==> src/rtl/alu_exec_stage_if.sv <==
// Handshake bundle for the execute stage: upstream op channel, downstream
// result channel, flush and the overflow event counter.
interface alu_exec_stage_if #(
   parameter int CNT_W = 8
);
   logic             flush;
   logic             in_valid;
   logic             in_ready;
   logic [2:0]       in_op;
   logic [15:0]      in_a;
   logic [15:0]      in_b;
   logic             out_valid;
   logic             out_ready;
   logic [15:0]      out_res;
   logic [3:0]       out_flags;
   logic [CNT_W-1:0] ovf_cnt;

   // Execute unit side
   modport slave (
      input  flush, in_valid, in_op, in_a, in_b, out_ready,
      output in_ready, out_valid, out_res, out_flags, ovf_cnt
   );

   // Pipeline driver / consumer side
   modport master (
      output flush, in_valid, in_op, in_a, in_b, out_ready,
      input  in_ready, out_valid, out_res, out_flags, ovf_cnt
   );
endinterface

==> src/rtl/alu_exec_stage.sv <==
// Two-stage 16-bit execute unit. Stage 1 latches opcode and operands; stage 2
// evaluates them on a four-slice carry-lookahead adder plus a shifter and
// registers result, {N,Z,C,V} flags and a saturating overflow count.
module alu_exec_stage #(
   parameter int WIDTH = 16,
   parameter int CNT_W = 8
) (
   input  logic              clk,
   input  logic              rst,
   alu_exec_stage_if.slave   bus
);
   localparam logic [2:0] OP_ADD = 3'b000;
   localparam logic [2:0] OP_SUB = 3'b001;
   localparam logic [2:0] OP_AND = 3'b010;
   localparam logic [2:0] OP_OR  = 3'b011;
   localparam logic [2:0] OP_XOR = 3'b100;
   localparam logic [2:0] OP_SLL = 3'b101;
   localparam logic [2:0] OP_SRL = 3'b110;
   localparam logic [2:0] OP_SRA = 3'b111;

   localparam logic [CNT_W-1:0] CNT_MAX = {CNT_W{1'b1}};
   localparam logic [CNT_W-1:0] CNT_ONE = {{(CNT_W-1){1'b0}}, 1'b1};

   // Group generate/propagate of one 4-bit slice: {G, P}
   function automatic logic [1:0] gp4(input logic [3:0] a, input logic [3:0] b);
      logic [3:0] g;
      logic [3:0] p;
      g = a & b;
      p = a ^ b;
      return {g[3] | (p[3] & g[2]) | (p[3] & p[2] & g[1]) | (p[3] & p[2] & p[1] & g[0]),
              &p};
   endfunction

   // Sum of one 4-bit slice with internal lookahead carries
   function automatic logic [3:0] cla4(input logic [3:0] a, input logic [3:0] b,
                                       input logic cin);
      logic [3:0] g;
      logic [3:0] p;
      logic [3:0] c;
      g    = a & b;
      p    = a ^ b;
      c[0] = cin;
      c[1] = g[0] | (p[0] & cin);
      c[2] = g[1] | (p[1] & g[0]) | (p[1] & p[0] & cin);
      c[3] = g[2] | (p[2] & g[1]) | (p[2] & p[1] & g[0]) | (p[2] & p[1] & p[0] & cin);
      return p ^ c;
   endfunction

   logic             v1_r;
   logic [2:0]       op1_r;
   logic [WIDTH-1:0] a1_r;
   logic [WIDTH-1:0] b1_r;

   logic             out_valid_r;
   logic [WIDTH-1:0] res_r;
   logic [3:0]       flags_r;
   logic [CNT_W-1:0] ovf_cnt_r;

   logic             adv2_s;
   logic             in_ready_s;
   logic             is_arith_s;
   logic [WIDTH-1:0] b_eff_s;
   logic [3:0]       g_s;
   logic [3:0]       p_s;
   logic [4:0]       sc_s;
   logic [WIDTH-1:0] sum_s;
   logic [3:0]       shamt_s;
   logic [WIDTH:0]   sll_s;
   logic [WIDTH:0]   srl_s;
   logic [WIDTH:0]   sra_s;
   logic [WIDTH-1:0] res_s;
   logic             c_s;
   logic             v_s;
   logic             ovf_inc_s;

   assign adv2_s     = v1_r & (~out_valid_r | bus.out_ready);
   assign in_ready_s = ~v1_r | adv2_s;

   // Adder operand conditioning and cross-slice carry lookahead
   always_comb begin
      is_arith_s = (op1_r == OP_ADD) || (op1_r == OP_SUB);
      b_eff_s    = (op1_r == OP_SUB) ? ~b1_r : b1_r;
      for (int i = 0; i < 4; i++) begin
         {g_s[i], p_s[i]} = gp4(a1_r[4*i +: 4], b_eff_s[4*i +: 4]);
      end
      sc_s[0] = (op1_r == OP_SUB);
      sc_s[1] = g_s[0] | (p_s[0] & sc_s[0]);
      sc_s[2] = g_s[1] | (p_s[1] & g_s[0]) | (p_s[1] & p_s[0] & sc_s[0]);
      sc_s[3] = g_s[2] | (p_s[2] & g_s[1]) | (p_s[2] & p_s[1] & g_s[0])
              | (p_s[2] & p_s[1] & p_s[0] & sc_s[0]);
      sc_s[4] = g_s[3] | (p_s[3] & sc_s[3]);
      for (int i = 0; i < 4; i++) begin
         sum_s[4*i +: 4] = cla4(a1_r[4*i +: 4], b_eff_s[4*i +: 4], sc_s[i]);
      end
   end

   // Result and carry/overflow selection; shifts carry the last bit shifted out
   always_comb begin
      shamt_s = b1_r[3:0];
      sll_s   = {1'b0, a1_r} << shamt_s;
      srl_s   = {a1_r, 1'b0} >> shamt_s;
      sra_s   = $signed({a1_r, 1'b0}) >>> shamt_s;
      res_s   = sum_s;
      c_s     = 1'b0;
      v_s     = 1'b0;
      case (op1_r)
         OP_ADD, OP_SUB: begin
            res_s = sum_s;
            c_s   = sc_s[4];
            // carry into bit 15 recovered from the MSB sum bit
            v_s   = sc_s[4] ^ (sum_s[WIDTH-1] ^ a1_r[WIDTH-1] ^ b_eff_s[WIDTH-1]);
         end
         OP_AND:  res_s = a1_r & b1_r;
         OP_OR:   res_s = a1_r | b1_r;
         OP_XOR:  res_s = a1_r ^ b1_r;
         OP_SLL:  {c_s, res_s} = sll_s;
         OP_SRL:  {res_s, c_s} = srl_s;
         OP_SRA:  {res_s, c_s} = sra_s;
         default: begin
            res_s = sum_s;
            c_s   = 1'b0;
            v_s   = 1'b0;
         end
      endcase
      ovf_inc_s = adv2_s & ~bus.flush & is_arith_s & v_s & (ovf_cnt_r != CNT_MAX);
   end

   // Stage 1: operand latch, emptied by flush, refilled whenever it can drain
   always_ff @(posedge clk) begin
      if (rst) begin
         v1_r  <= 1'b0;
         op1_r <= 3'b000;
         a1_r  <= {WIDTH{1'b0}};
         b1_r  <= {WIDTH{1'b0}};
      end else if (bus.flush) begin
         v1_r <= 1'b0;
      end else if (in_ready_s) begin
         v1_r <= bus.in_valid;
         if (bus.in_valid) begin
            op1_r <= bus.in_op;
            a1_r  <= bus.in_a;
            b1_r  <= bus.in_b;
         end
      end
   end

   // Stage 2: result/flags register and saturating overflow counter
   always_ff @(posedge clk) begin
      if (rst) begin
         out_valid_r <= 1'b0;
         res_r       <= {WIDTH{1'b0}};
         flags_r     <= 4'b0000;
         ovf_cnt_r   <= {CNT_W{1'b0}};
      end else if (bus.flush) begin
         out_valid_r <= 1'b0;
      end else if (adv2_s) begin
         out_valid_r <= 1'b1;
         res_r       <= res_s;
         flags_r     <= {res_s[WIDTH-1], (res_s == {WIDTH{1'b0}}), c_s, v_s};
         if (ovf_inc_s) begin
            ovf_cnt_r <= ovf_cnt_r + CNT_ONE;
         end
      end else if (bus.out_ready) begin
         out_valid_r <= 1'b0;
      end
   end

   assign bus.in_ready  = in_ready_s;
   assign bus.out_valid = out_valid_r;
   assign bus.out_res   = res_r;
   assign bus.out_flags = flags_r;
   assign bus.ovf_cnt   = ovf_cnt_r;
endmodule

==> src/flat_wrapper.sv <==
// flat-port wrapper written by rule: the top's interface ports become plain ports
module alu_exec_stage_flat 
#(
   parameter int WIDTH = 16,
   parameter int CNT_W = 8
)
  (clk, rst, bus_flush, bus_in_valid, bus_in_op, bus_in_a, bus_in_b, bus_out_ready, bus_in_ready, bus_out_valid, bus_out_res, bus_out_flags, bus_ovf_cnt);
  alu_exec_stage_if #(.CNT_W(CNT_W)) bus_i ();
  input  logic clk;
  input  logic rst;
  input wire logic [$bits(bus_i.flush)-1:0] bus_flush;
  input wire logic [$bits(bus_i.in_valid)-1:0] bus_in_valid;
  input wire logic [$bits(bus_i.in_op)-1:0] bus_in_op;
  input wire logic [$bits(bus_i.in_a)-1:0] bus_in_a;
  input wire logic [$bits(bus_i.in_b)-1:0] bus_in_b;
  input wire logic [$bits(bus_i.out_ready)-1:0] bus_out_ready;
  output wire logic [$bits(bus_i.in_ready)-1:0] bus_in_ready;
  output wire logic [$bits(bus_i.out_valid)-1:0] bus_out_valid;
  output wire logic [$bits(bus_i.out_res)-1:0] bus_out_res;
  output wire logic [$bits(bus_i.out_flags)-1:0] bus_out_flags;
  output wire logic [$bits(bus_i.ovf_cnt)-1:0] bus_ovf_cnt;
  assign bus_i.flush = bus_flush;
  assign bus_i.in_valid = bus_in_valid;
  assign bus_i.in_op = bus_in_op;
  assign bus_i.in_a = bus_in_a;
  assign bus_i.in_b = bus_in_b;
  assign bus_i.out_ready = bus_out_ready;
  assign bus_in_ready = bus_i.in_ready;
  assign bus_out_valid = bus_i.out_valid;
  assign bus_out_res = bus_i.out_res;
  assign bus_out_flags = bus_i.out_flags;
  assign bus_ovf_cnt = bus_i.ovf_cnt;
  alu_exec_stage #(.WIDTH(WIDTH), .CNT_W(CNT_W)) u_core (.clk(clk), .rst(rst), .bus(bus_i));
endmodule
==> config.mk <==
export PLATFORM = sky130hd
export DESIGN_NAME = alu_exec_stage_flat
export DESIGN_NICKNAME = d
export VERILOG_FILES = /design/src/rtl/alu_exec_stage_if.sv /design/src/rtl/alu_exec_stage.sv /design/src/flat_wrapper.sv
export SDC_FILE = /design/constraint.sdc
export NUM_CORES = 1
export LEC_CHECK = 0
export CAP_MARGIN = 10
export CORE_MARGIN = 5
export CORE_UTILIZATION = 40
export DETAILED_ROUTE_END_ITERATION = 10
export PLACE_DENSITY = 0.68
export SLEW_MARGIN = 20
export SYNTH_ARGS = -nofsm -noshare
export SYNTH_HDL_FRONTEND = slang
export SYNTH_SLANG_ARGS = --single-unit
export TNS_END_PERCENT = 20
==> constraint.sdc <==
create_clock -name clk -period 7.55 [get_ports clk]
set_clock_uncertainty 0.05 [all_clocks]
set_input_delay 1.1325 -clock clk [delete_from_list [all_inputs] [get_ports clk]]
set_output_delay 1.1325 -clock clk [all_outputs]
set_load 0.005 [all_outputs]
==> results of run 1 <==
==> power by group <==
part           total [mW]  switching [mW]  internal [mW]
Sequential          0.369          0.0193          0.350
Clock               0.409           0.155          0.253
Combinational       0.266           0.152          0.114
==> cell families (layout without fill, tap and decap cells) <==
kind of cell | count (synthesis) | in the layout | synth area share (%)
compound gates | 192 | 192 | 20.1
xor+xnor | 28 | 28 | 3.98
fa+ha+maj | 53 | 53 | 11.1
buf+inv | 107 | 139 | 7.32
flops | 64 | 64 | 20.8
mux | 64 | 64 | 16.8
simple gates | 265 | 265 | 19.9
==> placed cells by master (no fill, tap or decap), types with 16 or more instances in the layout <==
cell,count
sky130_fd_sc_hd__mux4_2,30
sky130_fd_sc_hd__mux2i_1,16
sky130_fd_sc_hd__mux2_2,18
sky130_fd_sc_hd__clkdlybuf4s50_1,68
sky130_fd_sc_hd__nand2_1,124
sky130_fd_sc_hd__nor2_1,56
sky130_fd_sc_hd__inv_1,37
sky130_fd_sc_hd__a21oi_1,80
sky130_fd_sc_hd__ha_1,50
sky130_fd_sc_hd__o21ai_0,21
sky130_fd_sc_hd__xnor2_1,23
sky130_fd_sc_hd__dfxtp_1,62
==> critical path, cell delays in order (launching register included) <==
cell and delay [ps]:
sky130_fd_sc_hd__dfxtp_1 770, sky130_fd_sc_hd__clkinv_1 470, sky130_fd_sc_hd__nand2_1 540, sky130_fd_sc_hd__nor2_2 340, sky130_fd_sc_hd__xnor2_1 210, sky130_fd_sc_hd__ha_1 380, sky130_fd_sc_hd__a21oi_1 340, sky130_fd_sc_hd__o21ai_0 140
sky130_fd_sc_hd__a221oi_1 440, sky130_fd_sc_hd__a21oi_1 260, sky130_fd_sc_hd__mux2i_1 240, sky130_fd_sc_hd__xor2_1 720, sky130_fd_sc_hd__nor4_1 170, sky130_fd_sc_hd__mux2_2 310
==> routing by layer <==
| metal | vias to the layer above | share of wire [%] | track usage (%) |
|---|---|---|---|
| met2 | 218 | 45 | 35.4 |
| li1 | 2843 | - | - |
| met4 | 0 | 2.8 | 8.26 |
| met5 | - | 0 | 0 |
| met1 | 2816 | 45 | 32.0 |
| met3 | 39 | 7.1 | 4.99 |
==> final cells by class <==
type	count	area, µm²	area share, %
Clock buffer	10	229	3.18
Clock inverter	5	58.8	0.817
Inverter	40	150	2.09
Multi-Input combinational cell	602	4440	61.7
Sequential cell	64	1280	17.8
Tap cell	188	235	3.27
Timing Repair Buffer	84	798	11.1
==> sequential cells by signal, summed over array words and instances (netlist names) <==
signal / flops
u_core.a1_r: 16
u_core.b1_r: 16
u_core.bus.out_res: 15
u_core.bus.ovf_cnt: 8
u_core.bus.out_flags: 4
u_core.op1_r: 3
u_core.bus.out_valid: 1
u_core.v1_r: 1
==> metrics by stage <==
step	hold slack [ps]	power [mW]	area (µm²)	setup WS (ps)
floorplan	403	0.549	6170	3130
global placement	393	0.636	6910	2280
detailed placement	397	0.637	6910	2120
CTS	404	1.05	7200	2110
global route	429	1.10	7200	1590
finish	401	1.04	7200	2040
==> final timing paths <==
check	cells after the start	to	start	slack [ps]
max	13	u_core.bus.ovf_cnt[5]	u_core.op1_r[2]	2040
min	2	u_core.bus.out_res[3]	u_core.bus.out_res[3]	400
min reg2reg	2	u_core.bus.out_res[3]	u_core.bus.out_res[3]	400
max reg2reg	13	u_core.bus.ovf_cnt[5]	u_core.op1_r[2]	2040
==> results, run 1 <==
- The fmax is approximately 180 MHz.
- The global route total overflow is 0.
- TritonCTS built the clock tree.
- The insertion delay to the later sink of the worst-skew pair is ~340 ps.
- The count of input and output buffers is between 60 and 70.
- The cell area power density is 145 nW/µm².
- The total routing usage reported by global routing is between 20% and 30%.
- For this run, design rule violations remaining after detail routing come to 0.
- The number of antenna diodes in the final layout is 0.
- The synthesized design contains 0 enable-type register cells.
- The commonest cells after synthesis are sky130_fd_sc_hd__nand2_1, sky130_fd_sc_hd__a21oi_1, sky130_fd_sc_hd__dfxtp_1.
- The cell at the root of the clock tree is sky130_fd_sc_hd__clkbuf_16.
- The DRC marker count from the first detailed-route iteration is around 450.
- The synthesized area is between 6000 and 7000 µm².
- The routed length per placed instance is around 21 µm.
- The register area share after synthesis is 20.8%.
- The clock sink total is 64.
- The routability congestion estimate is roughly 1.1.
- Yosys printed 0 warnings.
- Of all nets on the critical path, the largest fanout is 21.
- The initial antenna violation count is 0.
- Setup violations remaining at the end of the flow were counted as 0.
- The area of the core is roughly 15000 µm².
- Once the floorplan was initialized, standard cells occupied about two fifths of the core.
- Measured along the x axis, the die boundary spans approximately 130 µm.
- The final-layout fill cell count is about 1500.
- The maximum clock path buffer count is 2.
- The final non-filler cell total is about 1000.
- The final critical delay including setup and external delays is around 5500 ps.
- Counting flops and latches in the post-synthesis netlist gives 64.
- The via count is between 5000 and 6000.
- The number of hold violations in the final report is 0.
- Adding up every negative setup slack in the final design gives 0 ps.
- The net count of the finished layout is around 900.
- The worst hold path belongs to the class reg2reg.
- For this run, the leading register cell type out of synthesis is sky130_fd_sc_hd__dfxtp_1.
- The total wirelength of the detailed-routed design is around 21000 µm.
- The clock transition at the registers of the reported paths is about 60 ps.
- Max-cap violations in this run came to 0.
- The worst setup path is captured at a register.
- The most used standard cell by instance count after synthesis is sky130_fd_sc_hd__nand2_1.
- The largest net degree at the start of global routing is 69.
- The top-area cell type share of the netlist area is about 21%.
- The cell count after synthesis is ~770.
- In this run the count of I/O pins placed on the die edge is 70.
- The number of instances in the placed design is approximately 1000.
- By area the synthesized netlist is led by sky130_fd_sc_hd__dfxtp_1, sky130_fd_sc_hd__mux4_2, sky130_fd_sc_hd__ha_1.
- Cells fill 47.5% of the core in the end.
- The floorplan die height is roughly 130 µm.
- Each instance of the synthesized netlist takes up on average approximately 8.0 µm².
- For the pin with the worst max-slew slack, the measured transition is 1110 ps.
- After detailed routing, the number of vias per cell comes to roughly 6.0.
- The row count is 45.
- STA puts the critical path data required time at ~7700 ps.
- After clock tree synthesis, the flow added hold-fix buffers numbering 0.
- The HPWL reported at the end of detailed placement is 15100 µm.
- The run finished with clean final reports.
- The total leakage power is about 2.6 nW.
- Data on the critical path arrives at its endpoint at approximately 5700 ps.
- The H-tree was split into 3 levels.
- The first-pass GRT wire length is roughly 32000 µm.
- Once the clock tree was built, the resizer swapped 0 gates to a different size.
- The total count of max-transition violations in the final report is 0.
- The type of origin of the critical path is a register.
- The critical path class is reg2reg.
- The total iterations of the first detailed-routing run is 5.
- The count of nets left with antenna violations after detail routing is 0.
- The number of distinct library cells after synthesis is 69.
- The number of buffers inserted by post-CTS setup repair is 0.
- The number of global-route vias before repair is roughly 5600.
- Compared with the post-synthesis result, the final layout area differs by 16.7%.
- The TritonCTS buffer count is 9.
- Across the VDD grid, the largest voltage drop is between 0.0001 and 0.00015 V.
- Of all flip-flops after synthesis, the portion carrying an async set or reset was 0%.
- The post-route netlist has 11.3% of its cells at a drive strength greater than 1.
- The top cell type by total area after synthesis is sky130_fd_sc_hd__dfxtp_1.
- The relative slew slack is between 20% and 30%.
- The final critical path takes up 73.0% of the cycle.
- The area of the die is 18000 µm².
- The net count of the mapped netlist is ~870.
- Setup repair after global routing left no endpoint under its margin.
No activity file was read; power rests on OpenSTA's default activity.
==> inputs of run 2 (changes only) <==
--- a/config.mk
+++ b/config.mk
@@ -9,7 +9,7 @@
 export CORE_MARGIN = 5
 export CORE_UTILIZATION = 40
 export DETAILED_ROUTE_END_ITERATION = 10
-export PLACE_DENSITY = 0.68
+export PLACE_DENSITY = 0.7
 export SLEW_MARGIN = 20
 export SYNTH_ARGS = -nofsm -noshare
 export SYNTH_HDL_FRONTEND = slang
==> constraint.sdc (replaced) <==
create_clock -name clk -period 4.5 [get_ports clk]
set_clock_uncertainty 0.05 [all_clocks]
set_input_delay 0.675 -clock clk [delete_from_list [all_inputs] [get_ports clk]]
set_output_delay 0.675 -clock clk [all_outputs]
set_load 0.005 [all_outputs]
==> run 2 against run 1 <==
  * Utilization grew 1.1 points
  * Critical path type unchanged
  * First-iteration DRC count rose by 22%
  * Via count is 2.9% higher
  * Sequential share of layout area fell by 0.40 points
  * Clock power grew 78%
  * Setup slack lost 1600 ps
  * Register-to-register slack got worse by 1600 ps
==> results, run 2 (synthesis gave the netlist of run 1 again) <==
- The total iterations of the first detailed-routing run is 5.
- The post-route netlist has a little over an eighth of its cells at a drive strength greater than 1.
- The worst register-to-register path begins at u_core.op1_r[1].
- The slew at the pin closest to its max-slew limit is 933 ps.
- The floorplan die height is around 130 µm.
- The top cell types in the final layout, fill and taps aside, are sky130_fd_sc_hd__nand2_1, sky130_fd_sc_hd__a21oi_1, sky130_fd_sc_hd__clkdlybuf4s50_1, sky130_fd_sc_hd__dfxtp_1, sky130_fd_sc_hd__nor2_1.
- After the last flow step, the layout net total stands at between 900 and 1000.
- The detailed router placed just over 6000 vias in this run.
- The worst register-to-register path has a setup slack of about 430 ps.
- The final worst hold slack is about 400 ps.
- The most utilized layer in the global route result is met2.
- The nature of the critical path endpoint is a register.
- The data required time of the worst path is 4740 ps.
- The cell at the root of the clock tree is sky130_fd_sc_hd__clkbuf_16.
- VDD sags by at most around 0.00018 V.
- Leaving out fill and tap cells, the most frequent cell in the layout is sky130_fd_sc_hd__nand2_1.
- In this run, post-CTS hold repair placed 0 buffers.
- The count of input and output buffers is 69.
- The total routing usage reported by global routing is 23.9%.
- The maximum clock path buffer count is 2.
- At the end of routability-driven placement, the weighted congestion stood at ~1.0.
- The worst setup path is launched from a register.
- Once detail routing completed, the nets flagged for antenna violations numbered 0.
- The insertion delay to the later sink of the worst-skew pair is around 350 ps.
- The layout has roughly 1500 filler cells.
- The dominant delay contributor by cell family on the critical path is simple AND/OR/NAND/NOR gates.
- The largest single stage delay on the critical path is 520 ps.
- The number of buffers inserted by post-CTS setup repair is 0.
- The met1 routing resource usage after global routing is 32.8%.
- The antenna cell count is 0.
- In this run the worst path has a maximum fanout of 11.
- The classification of the worst-slack hold path is reg2reg.
- The completed layout was analyzed and its total power is approximately 1.8 mW.
- The area of the die is roughly 18000 µm².
- From left edge to right edge, the die measures around 130 µm.
- The global route total overflow is 0.
- The signal on the critical path passes through inv_1 > nand2_1 > nor2_2 > buf_12 > xnor2_1 > ha_1 > nor4_1 > a21o_1 > or4_1 > nand2_1 > fa_1 > xnor2_1 > nand2_1 > a221o_1 > nor2_1 > nand4b_1 > or4_1 > o21ai_1.
- The clock transition at the registers of the reported paths is 60 ps.
- The final layout contains routed wiring with a total length of 21400 µm.
- The cell area power density is ~250 nW/µm².
- For this block, the initial DRC count from the detailed router was about 550.
- The flow ran to the end, and the final reports show no timing, DRC or antenna violations.
- The layout overhead on the synthesized area is 19.4%.
- For met3 alone, demand over resource in global routing was 6.49%.
- The startpoint identified for the worst hold timing path is u_core.bus.out_res[13].
- The first global-routing pass estimated between 30000 and 40000 µm of wire.
- The critical path class is reg2reg.
- The routed length per placed instance is around 21 µm.
- The number of DRC violations after detailed routing is 0.
- By instance count, the cell type seen most on the critical path is sky130_fd_sc_hd__nand2_1.
- The post-layout utilization of the core is between 40% and 50%.
- In this run the static leakage power is 2.73 nW.
- The worst pin sits at a relative slew slack of a little under two fifths.
- The area of the core is about 15000 µm².
- The number of top-level pins is 70.
- For this configuration, the core starts out at a cell density of roughly two fifths.
- Dividing the detail-routed via count by the number of cells gives ~6.
- CTS built an H-tree with a depth of 3.
- The count of cells resized by post-cts repair is 0.
- Setup repair after global routing left no endpoint under its margin.
- The final cycle utilization of the critical path is around 90%.
- The fmax is ~250 MHz.
- The data arrival time at the worst-slack endpoint is roughly 4300 ps.
- The first element of the critical path is u_core.op1_r[1].
- The global-route track usage on met2 is a little over a third.
- In this run, CTS created clock tree buffers numbering 9.
- The number of global-route vias before repair was 5709.
- TritonCTS built the clock tree.
- The tool flagged a number of max-cap violations equal to 0.
- The total count of max-transition violations in the final report came to 0.
- The initial antenna violation count is 0.
- After floorplanning, the core was divided into between 40 and 50 placement rows.
- Setup violations remaining at the end of the flow were counted as 0.
- The final critical delay including setup and external delays is between 4000 and 5000 ps.
- Together, buffers and inverters on the worst path number 2.
- The clock sink total is 64.
- The HPWL reported at the end of detailed placement is approximately 16000 µm.
- The critical path's slowest cell is sky130_fd_sc_hd__or4_1.
- The number of hold violations in the final report is 0.
- The largest net degree at the start of global routing is 52.
- After routing, the total negative slack on setup checks comes to 0 ps.
## run 2: cell types whose count changed in the layout (fill, tap and decap cells not counted)
cell / previous run / this run
sky130_fd_sc_hd__clkinv_2: 1 / 0
sky130_fd_sc_hd__buf_12: 0 / 1
sky130_fd_sc_hd__buf_4: 15 / 32
sky130_fd_sc_hd__clkinvlp_4: 2 / 1
sky130_fd_sc_hd__clkinv_4: 1 / 2
sky130_fd_sc_hd__inv_6: 0 / 1
sky130_fd_sc_hd__clkbuf_8: 0 / 1
## run 2: final cells by class
class / count / area [µm²] / area share, %
Clock inverter: 5 / 63.8 / 0.867
Sequential cell: 64 / 1280 / 17.4
Timing Repair Buffer: 102 / 946 / 12.8
Inverter: 40 / 150 / 2.04
Tap cell: 188 / 235 / 3.20
Clock buffer: 11 / 243 / 3.30
Multi-Input combinational cell: 602 / 4440 / 60.3
## run 2: path summary, 6_finish.rpt
check	endpoint	cells after the start
worst max-delay path	u_core.bus.out_flags[2]	18
worst min-delay path	u_core.bus.out_res[13]	2
worst max register to register	u_core.bus.out_flags[2]	18
worst min register to register	u_core.bus.out_res[13]	2
## run 2: through the flow
step	instances	area [µm²]	worst slack [ps]
2_1_floorplan	773	6170	76.0
3_3_place_gp	996	7060	615
3_5_place_dp	996	7060	495
4_1_cts	1012	7360	476
5_1_grt	1012	7360	112
6_report	1012	7360	430
## run 2: per-layer routing
layer	vias up	share of wire, %
li1	2884	-
met3	50	9.1
met2	271	44
met5	-	0
met1	2882	43
met4	0	3.4
## run 2: power breakdown
group          switching, mW  internal (mW)  leakage (nW)
Combinational          0.268          0.204          2.06
Clock                  0.281          0.447         0.146
Sequential            0.0258          0.587         0.521
Total                  0.575           1.24          2.73
## run 2: worst register-to-register path, stage by stage, from the launching register on
cell and delay [ps]:
sky130_fd_sc_hd__dfxtp_1 310, sky130_fd_sc_hd__inv_1 60, sky130_fd_sc_hd__nand2_1 70, sky130_fd_sc_hd__nor2_2 190, sky130_fd_sc_hd__buf_12 180, sky130_fd_sc_hd__xnor2_1 130
sky130_fd_sc_hd__ha_1 300, sky130_fd_sc_hd__nor4_1 460, sky130_fd_sc_hd__a21o_1 190, sky130_fd_sc_hd__or4_1 140, sky130_fd_sc_hd__nand2_1 80, sky130_fd_sc_hd__fa_1 420
sky130_fd_sc_hd__xnor2_1 160, sky130_fd_sc_hd__nand2_1 70, sky130_fd_sc_hd__a221o_1 350, sky130_fd_sc_hd__nor2_1 90, sky130_fd_sc_hd__nand4b_1 100, sky130_fd_sc_hd__or4_1 520
sky130_fd_sc_hd__o21ai_1 130
